## config.mk

```make
export PLATFORM = sky130hd
export DESIGN_NAME = speed_ctrl_flat
export DESIGN_NICKNAME = d
export VERILOG_FILES = /design/src/rtl/speed_ctrl_if.sv /design/src/rtl/speed_ctrl.sv /design/src/flat_wrapper.sv
export SDC_FILE = /design/constraint.sdc
export NUM_CORES = 1
export LEC_CHECK = 0
export ABC_AREA = 1
export CORE_MARGIN = 2
export CORE_UTILIZATION = 37
export CTS_CLUSTER_SIZE = 10
export DETAILED_ROUTE_END_ITERATION = 12
export PLACE_DENSITY_LB_ADDON = 0.1
export SETUP_SLACK_MARGIN = 0.15
export SLEW_MARGIN = 20
export SYNTH_ARGS = -nofsm -noshare
export SYNTH_HDL_FRONTEND = slang
export SYNTH_SLANG_ARGS = --single-unit
```

## constraint.sdc

```tcl
create_clock -name CLK -period 5.5 [get_ports CLK]
set_clock_uncertainty 0.15 [all_clocks]
set_input_delay 1.1 -clock CLK [delete_from_list [all_inputs] [get_ports CLK]]
set_output_delay 1.1 -clock CLK [all_outputs]
set_load 0.01 [all_outputs]
```

## src/rtl/speed_ctrl_if.sv

```systemverilog
// Bus between the speed regulator and its environment: encoder pins, loop
// controls, and the duty command / status going to the PWM stage.
interface speed_ctrl_if;
  logic       EN;
  logic       ENC_A;
  logic       ENC_B;
  logic [7:0] TARGET;
  logic [7:0] DUTY;
  logic       DUTY_VALID;
  logic [7:0] SPEED;
  logic       ENC_ERR;

  // master drives loop controls and encoder pins, slave is the regulator
  modport master (
    output EN, ENC_A, ENC_B, TARGET,
    input  DUTY, DUTY_VALID, SPEED, ENC_ERR
  );

  modport slave (
    input  EN, ENC_A, ENC_B, TARGET,
    output DUTY, DUTY_VALID, SPEED, ENC_ERR
  );
endinterface

```

## src/rtl/speed_ctrl.sv

```systemverilog
// Closed-loop speed regulator: counts quadrature edges over a fixed window,
// runs one PI update per window and issues an 8-bit duty command.
module speed_ctrl #(
  parameter int WIN_CYCLES = 50000,
  parameter int KP         = 16,
  parameter int KI         = 1,
  parameter int SHIFT      = 4,
  parameter int INT_LIM    = 4095
) (
  input logic         CLK,
  input logic         RST,
  speed_ctrl_if.slave bus
);

  localparam int WW = $clog2(WIN_CYCLES);

  localparam logic signed [16:0] LIM_P = 17'(INT_LIM);
  localparam logic signed [16:0] LIM_N = 17'(-INT_LIM);
  localparam logic signed [25:0] KP_S  = 26'(KP);
  localparam logic signed [25:0] KI_S  = 26'(KI);

  typedef enum logic [1:0] {S_SAMPLE, S_ERR, S_INTEG, S_OUT} state_t;

  state_t state_q, state_d;

  // encoder front end
  logic [1:0] a_sync, b_sync;
  logic       a_prev, b_prev;
  logic       a_chg, b_chg;
  logic       enc_edge, enc_ill;

  // measurement
  logic [WW-1:0] win_cnt;
  logic          win_end;
  logic [7:0]    edge_cnt, edge_inc, speed_q;
  logic          enc_err_q;

  // control datapath
  logic               ld_err, ld_int, ld_out;
  logic signed [8:0]  err_q;
  logic signed [15:0] integ_q, integ_clamp;
  logic signed [16:0] integ_sum;
  logic               integ_hold;
  logic signed [25:0] err_x, integ_x, u_sum, u_shift;
  logic [7:0]         duty_q, duty_next;
  logic               dv_q;

  // Synchronise the asynchronous encoder pins and keep one history sample.
  // Deliberately unreset so the history never disagrees with the pins after
  // RST, which would otherwise show up as a spurious edge or error.
  always_ff @(posedge CLK) begin
    a_sync <= {a_sync[0], bus.ENC_A};
    b_sync <= {b_sync[0], bus.ENC_B};
    a_prev <= a_sync[1];
    b_prev <= b_sync[1];
  end

  assign a_chg    = a_sync[1] ^ a_prev;
  assign b_chg    = b_sync[1] ^ b_prev;
  assign enc_edge = a_chg ^ b_chg;
  assign enc_ill  = a_chg & b_chg;

  // Free-running sampling window, never stalled by EN or the FSM.
  always_ff @(posedge CLK) begin
    if (RST)          win_cnt <= '0;
    else if (win_end) win_cnt <= '0;
    else              win_cnt <= win_cnt + WW'(1);
  end

  assign win_end  = (win_cnt == WW'(WIN_CYCLES - 1));
  assign edge_inc = (enc_edge && edge_cnt != 8'hFF) ? edge_cnt + 8'd1 : edge_cnt;

  // Edge counter; the count including any wrap-cycle edge becomes SPEED.
  always_ff @(posedge CLK) begin
    if (RST) begin
      edge_cnt <= '0;
      speed_q  <= '0;
    end else if (win_end) begin
      speed_q  <= edge_inc;
      edge_cnt <= '0;
    end else begin
      edge_cnt <= edge_inc;
    end
  end

  // Sticky illegal-transition flag, only RST clears it.
  always_ff @(posedge CLK) begin
    if (RST)          enc_err_q <= 1'b0;
    else if (enc_ill) enc_err_q <= 1'b1;
  end

  // FSM state register.
  always_ff @(posedge CLK) begin
    if (RST) state_q <= S_SAMPLE;
    else     state_q <= state_d;
  end

  // FSM next state: one pass ERR -> INTEG -> OUT after every window end.
  always_comb begin
    state_d = state_q;
    case (state_q)
      S_SAMPLE: if (win_end) state_d = S_ERR;
      S_ERR:    state_d = S_INTEG;
      S_INTEG:  state_d = S_OUT;
      S_OUT:    state_d = S_SAMPLE;
      default:  state_d = S_SAMPLE;
    endcase
  end

  // FSM outputs: load strobes for the PI datapath.
  always_comb begin
    ld_err = 1'b0;
    ld_int = 1'b0;
    ld_out = 1'b0;
    case (state_q)
      S_ERR:   ld_err = 1'b1;
      S_INTEG: ld_int = 1'b1;
      S_OUT:   ld_out = 1'b1;
      default: ;
    endcase
  end

  // Integrator candidate, clamped, plus anti-windup against the current duty.
  always_comb begin
    integ_sum = {integ_q[15], integ_q} + {{8{err_q[8]}}, err_q};
    if (integ_sum > LIM_P)      integ_clamp = 16'(INT_LIM);
    else if (integ_sum < LIM_N) integ_clamp = 16'(-INT_LIM);
    else                        integ_clamp = integ_sum[15:0];
    integ_hold = (duty_q == 8'hFF && err_q > 9'sd0) ||
                 (duty_q == 8'd0  && err_q < 9'sd0);
  end

  // PI output, 26-bit so worst-case integ*KI cannot overflow, then saturate.
  always_comb begin
    err_x   = {{17{err_q[8]}}, err_q};
    integ_x = {{10{integ_q[15]}}, integ_q};
    u_sum   = err_x * KP_S + integ_x * KI_S;
    u_shift = u_sum >>> SHIFT;
    if (u_shift < 26'sd0)        duty_next = 8'd0;
    else if (u_shift > 26'sd255) duty_next = 8'd255;
    else                         duty_next = u_shift[7:0];
  end

  // PI registers; EN low zeroes duty and integrator every cycle but the
  // FSM keeps cycling so DUTY_VALID still marks each window.
  always_ff @(posedge CLK) begin
    if (RST) begin
      err_q   <= '0;
      integ_q <= '0;
      duty_q  <= '0;
      dv_q    <= 1'b0;
    end else begin
      dv_q <= ld_out;
      if (ld_err) err_q <= $signed({1'b0, bus.TARGET}) - $signed({1'b0, speed_q});
      if (!bus.EN)                   integ_q <= '0;
      else if (ld_int && !integ_hold) integ_q <= integ_clamp;
      if (!bus.EN)     duty_q <= '0;
      else if (ld_out) duty_q <= duty_next;
    end
  end

  assign bus.DUTY       = duty_q;
  assign bus.DUTY_VALID = dv_q;
  assign bus.SPEED      = speed_q;
  assign bus.ENC_ERR    = enc_err_q;

endmodule

```

## src/flat_wrapper.sv

```systemverilog
// flat-port wrapper written by rule: the top's interface ports become plain ports
module speed_ctrl_flat 
#(
  parameter int WIN_CYCLES = 50000,
  parameter int KP         = 16,
  parameter int KI         = 1,
  parameter int SHIFT      = 4,
  parameter int INT_LIM    = 4095
)
  (CLK, RST, bus_EN, bus_ENC_A, bus_ENC_B, bus_TARGET, bus_DUTY, bus_DUTY_VALID, bus_SPEED, bus_ENC_ERR);
  speed_ctrl_if bus_i ();
  input logic CLK;
  input logic RST;
  input wire logic [$bits(bus_i.EN)-1:0] bus_EN;
  input wire logic [$bits(bus_i.ENC_A)-1:0] bus_ENC_A;
  input wire logic [$bits(bus_i.ENC_B)-1:0] bus_ENC_B;
  input wire logic [$bits(bus_i.TARGET)-1:0] bus_TARGET;
  output wire logic [$bits(bus_i.DUTY)-1:0] bus_DUTY;
  output wire logic [$bits(bus_i.DUTY_VALID)-1:0] bus_DUTY_VALID;
  output wire logic [$bits(bus_i.SPEED)-1:0] bus_SPEED;
  output wire logic [$bits(bus_i.ENC_ERR)-1:0] bus_ENC_ERR;
  assign bus_i.EN = bus_EN;
  assign bus_i.ENC_A = bus_ENC_A;
  assign bus_i.ENC_B = bus_ENC_B;
  assign bus_i.TARGET = bus_TARGET;
  assign bus_DUTY = bus_i.DUTY;
  assign bus_DUTY_VALID = bus_i.DUTY_VALID;
  assign bus_SPEED = bus_i.SPEED;
  assign bus_ENC_ERR = bus_i.ENC_ERR;
  speed_ctrl #(.WIN_CYCLES(WIN_CYCLES), .KP(KP), .KI(KI), .SHIFT(SHIFT), .INT_LIM(INT_LIM)) u_core (.CLK(CLK), .RST(RST), .bus(bus_i));
endmodule
```

==> flow_metrics.env <==
export IMPL_postSynthAreaPerCell_um2=6.70
export IMPL_synthToLayoutAreaGrowth_pct=16.3
export IMPL_cts_repair_resize_count=0
export IMPL_maximum_number_of_pins_on_one_net_before_global_route_repair=24
export IMPL_setup_ws_ps=2370
export IMPL_timing_worst_setup_path_type="in -> reg"
export IMPL_drv_max_cap_violation_count=0
export IMPL_crit_required_ps=5640
export IMPL_synth_xor_area_share_pct=4.50
export IMPL_synth_commonest_cells="196 x sky130_fd_sc_hd__nand2_1, 117 x sky130_fd_sc_hd__inv_1, 75 x sky130_fd_sc_hd__dfxtp_1"
export IMPL_timing_worst_slew_pin_value_ps=940
export IMPL_setup_worst_path_end_class="register"
export IMPL_slew_headroom_pct=37.0
export IMPL_worst_hold_slack_ps=177
export IMPL_synth_most_common_cell="sky130_fd_sc_hd__nand2_1"
export IMPL_design_area_mm2=0.00567
export IMPL_crit_path_start_kind="primary input"
export IMPL_ctsLongestPathBuffers=2
export IMPL_timing_setup_tns_ps=0
export IMPL_placeableCoreArea_mm2=0.0127
export IMPL_worst_hold_start="u_core.a_sync[0]$_DFF_P_"
export IMPL_placed_cell_area_mm2=0.00535
export IMPL_p_total_mw=1.87
export IMPL_worst_hold_path_num_cells=0
export IMPL_top_level_ports=31
export IMPL_numCtsBuffers=9
export IMPL_reg2reg_slack_ps=2380
export IMPL_drc_viols=0
export IMPL_final_hold_violation_count=0
export IMPL_pre_cts_ws_ps=1990
export IMPL_path_cells="clkdlybuf4s50_1 > nor2_1 > inv_1 > a21oi_1 > o21a_1"
export IMPL_minimum_clock_period_after_layout_ps=3130
export IMPL_die_width_um=119
export IMPL_route_final_wire_length_um=12400
export IMPL_critical_path_top_delay_family="buffers and inverters"
export IMPL_netlist_instances=727
export IMPL_r2r_end="u_core.integ_q[11]$_SDFFE_PP0P_"
export IMPL_route_detailed_wl_per_inst_um=13.2
export IMPL_holdBufCountCts=0
export IMPL_chipHeight_um=119
export IMPL_ctsHtreeMaxLevel=3
export IMPL_avgViaCountPerCell=4.89
export IMPL_post_cts_setup_buffer_count=0
export IMPL_instances_no_fill=937
export IMPL_synth_top_cell_area_share_pct=30.8
export IMPL_synth_top_family_by_area="simple AND/OR/NAND/NOR gates"
export IMPL_tritoncts_clock_tree="done"
export IMPL_grt_first_pass_wirelength_um=20700
export IMPL_largest_stage_delay_on_the_critical_path_ps=670
export IMPL_netlist_top_cells_area="sky130_fd_sc_hd__dfxtp_1 31%, sky130_fd_sc_hd__nand2_1 15%, sky130_fd_sc_hd__ha_1 10%"
export IMPL_cts_sinks=75
export IMPL_drive_above_1_share_pct=4.31
export IMPL_numPlacedInstances=921
export IMPL_initial_util_pct=38.3
export IMPL_num_vias=4582
export IMPL_arrival_ps=3270
export IMPL_static_leakage_power_nw=2.63
export IMPL_vdd_drop_max_uv=168
export IMPL_rsz0062_at_grt="false"
export IMPL_buffer_ports_inserted=30
export IMPL_min_path_type="reg -> reg"
export IMPL_first_global_vias=4377
export IMPL_number_of_antenna_violations_at_the_first_check_in_global_routing=0
export IMPL_die_area_mm2=0.0141
export IMPL_globalRoute_totalOverflow=0
export IMPL_min_delay_worst_endpoint="u_core.a_sync[1]$_DFF_P_"
export IMPL_post_route_util_pct=44.5
export IMPL_synthesis_nets=783
export IMPL_synth_seq_cells=75
export IMPL_clk_pin_slew_worst_paths_ps=60
export IMPL_drt_pass1_iter_count=5
export IMPL_timing_final_crit_share_pct=56.9
export IMPL_detailedRoute_firstIterationViolations=229
export IMPL_gpl_final_weighted_congestion=0.846
export IMPL_num_antenna_cells=0
export IMPL_synth_fa_ha_area_share_pct=11.5
export IMPL_setup_violations=0
export IMPL_slew_viol_final=0
export IMPL_synth_enable_flop_cells=0
export IMPL_worstPathMaxFanout=23
export IMPL_num_nets_final=816
export IMPL_timing_fmax_mhz=320
export IMPL_synth_simple_gate_area_share_pct=30.3
export IMPL_synth_flop_cell="sky130_fd_sc_hd__dfxtp_1"
export IMPL_status="finished, final reports clean"
export IMPL_worst_path_buf_inv=2
export IMPL_yosys_warnings=0
export IMPL_final_seq_area_mm2=0.00150
export IMPL_power_density_mw_per_mm2=330
export IMPL_ys_seq_area_share_pct=30.8
export IMPL_clockRootBuffer="sky130_fd_sc_hd__clkbuf_16"
export IMPL_synthesis_area_mm2=0.00487
export IMPL_crit_reg2reg_launch="u_core.err_q[0]$_SDFFE_PP0N_"
export IMPL_core_rowCount=41
export IMPL_synth_compound_area_share_pct=12.8
export IMPL_drt_antenna_violating_nets=0
export IMPL_filler_cell_count=1398
export IMPL_fraction_of_registers_with_async_set_or_reset_after_synthesis_pct=0
export IMPL_synth_cell_types=40
export IMPL_post_dp_hpwl_um=9940
export IMPL_worst_skew_pair_late_latency_ps=340
export IMPL_grt_usage_pct=18.3
export IMPL_muxShareOfSynthArea_pct=0.206
export IMPL_yosys_area_top_type="sky130_fd_sc_hd__dfxtp_1"
export IMPL_cpMaxStageDelayCell="sky130_fd_sc_hd__clkdlybuf4s50_1"
export IMPL_worstRegToRegCells=15
export IMPL_multiInputGateArea_mm2=0.00289
==> worst register-to-register path, stage by stage (launching register included) <==
cell and delay (ps):
sky130_fd_sc_hd__dfxtp_1 410, sky130_fd_sc_hd__ha_1 200, sky130_fd_sc_hd__inv_1 60, sky130_fd_sc_hd__fa_1 420, sky130_fd_sc_hd__inv_1 140, sky130_fd_sc_hd__nand2_1 120
sky130_fd_sc_hd__nand2_1 110, sky130_fd_sc_hd__nand3_1 120, sky130_fd_sc_hd__nand2_1 140, sky130_fd_sc_hd__nand2_1 130, sky130_fd_sc_hd__nand3_1 110, sky130_fd_sc_hd__nand2_1 70
sky130_fd_sc_hd__nor2_1 100, sky130_fd_sc_hd__nand2_1 100, sky130_fd_sc_hd__a21oi_2 460, sky130_fd_sc_hd__a21oi_1 150
==> power by group <==
| part | internal (mW) | switching, mW | leakage, nW |
|---|---|---|---|
| combinational | 0.211 | 0.375 | 1.86 |
| clock | 0.398 | 0.238 | 0.153 |
| sequential | 0.593 | 0.0546 | 0.610 |
==> final cells by class <==
class                           count  area share (%)
Multi-Input combinational cell    526            50.9
Sequential cell                    75            26.5
Inverter                          118            7.82
Timing Repair Buffer               30            5.30
Clock buffer                       10            4.04
Tap cell                          172            3.80
Clock inverter                      6            1.59
==> state kept, by name (all words and copies together), names as in the netlist <==
signal / flops
u_core.b_prev: 1
u_core.a_sync: 2
u_core.err_q: 9
u_core.edge_cnt: 8
u_core.integ_q: 16
u_core.state_q: 2
u_core.bus.DUTY_VALID: 1
u_core.bus.ENC_ERR: 1
u_core.win_cnt: 16
u_core.bus.SPEED: 8
u_core.a_prev: 1
u_core.b_sync: 2
u_core.bus.DUTY: 8
==> how the worst max path moves through the flow <==
stage,start,endpoint,depth (start not counted)
final,RST,u_core.win_cnt[14]$_SDFF_PP0_,5
after global routing,u_core.err_q[0]$_SDFFE_PP0N_,u_core.integ_q[1]$_SDFFE_PP0P_,18
after CTS,RST,u_core.win_cnt[14]$_SDFF_PP0_,5
after detailed placement,RST,u_core.win_cnt[14]$_SDFF_PP0_,5
after global placement,RST,u_core.win_cnt[14]$_SDFF_PP0_,5
after floorplan,bus_TARGET[0],u_core.err_q[8]$_SDFFE_PP0N_,10
==> layer usage <==
| metal | track usage [%] | up-vias | share of wire, % |
|---|---|---|---|
| li1 | - | 2395 | - |
| met1 | 25.0 | 2066 | 50 |
| met2 | 28.3 | 97 | 43 |
| met3 | 3.47 | 24 | 4.0 |
| met4 | 7.29 | 0 | 2.4 |
| met5 | 0 | - | 0 |
==> cell families (layout without fill, tap and decap cells) <==
| group | count (synthesis) | after routing |
|---|---|---|
| AND/OR/NAND/NOR | 344 | 344 |
| buffers and inverters | 126 | 164 |
| AO/OA/AOI/OAI | 113 | 113 |
| flip-flops | 75 | 75 |
| adder cells (fa/ha/maj) | 43 | 43 |
| XOR/XNOR | 25 | 25 |
| multiplexers | 1 | 1 |
==> placed cells by master, fill, tap and decap left out, types with 2 or more instances in the layout <==
master                            instances
sky130_fd_sc_hd__o21ai_0                 33
sky130_fd_sc_hd__a21boi_0                 3
sky130_fd_sc_hd__bufinv_16                2
sky130_fd_sc_hd__nor3_1                   8
sky130_fd_sc_hd__nand2_2                  5
sky130_fd_sc_hd__clkinv_4                 2
sky130_fd_sc_hd__nor3_2                   2
sky130_fd_sc_hd__nor4_1                   5
sky130_fd_sc_hd__fa_1                     3
sky130_fd_sc_hd__o22ai_1                  6
sky130_fd_sc_hd__clkbuf_16                9
sky130_fd_sc_hd__nor2_1                  63
sky130_fd_sc_hd__inv_1                  117
sky130_fd_sc_hd__a21oi_1                 59
sky130_fd_sc_hd__dfxtp_1                 75
sky130_fd_sc_hd__a21oi_2                  4
sky130_fd_sc_hd__xor2_1                  15
sky130_fd_sc_hd__ha_1                    40
sky130_fd_sc_hd__nand4_1                 11
sky130_fd_sc_hd__nand3_2                  3
sky130_fd_sc_hd__xnor2_1                 10
sky130_fd_sc_hd__nand3b_1                 3
sky130_fd_sc_hd__nand3_1                 41
sky130_fd_sc_hd__a21o_1                   2
sky130_fd_sc_hd__and2_1                   2
sky130_fd_sc_hd__nand2_1                196
sky130_fd_sc_hd__clkdlybuf4s50_1         30
Note: power is estimated with default switching activity, not from simulation.
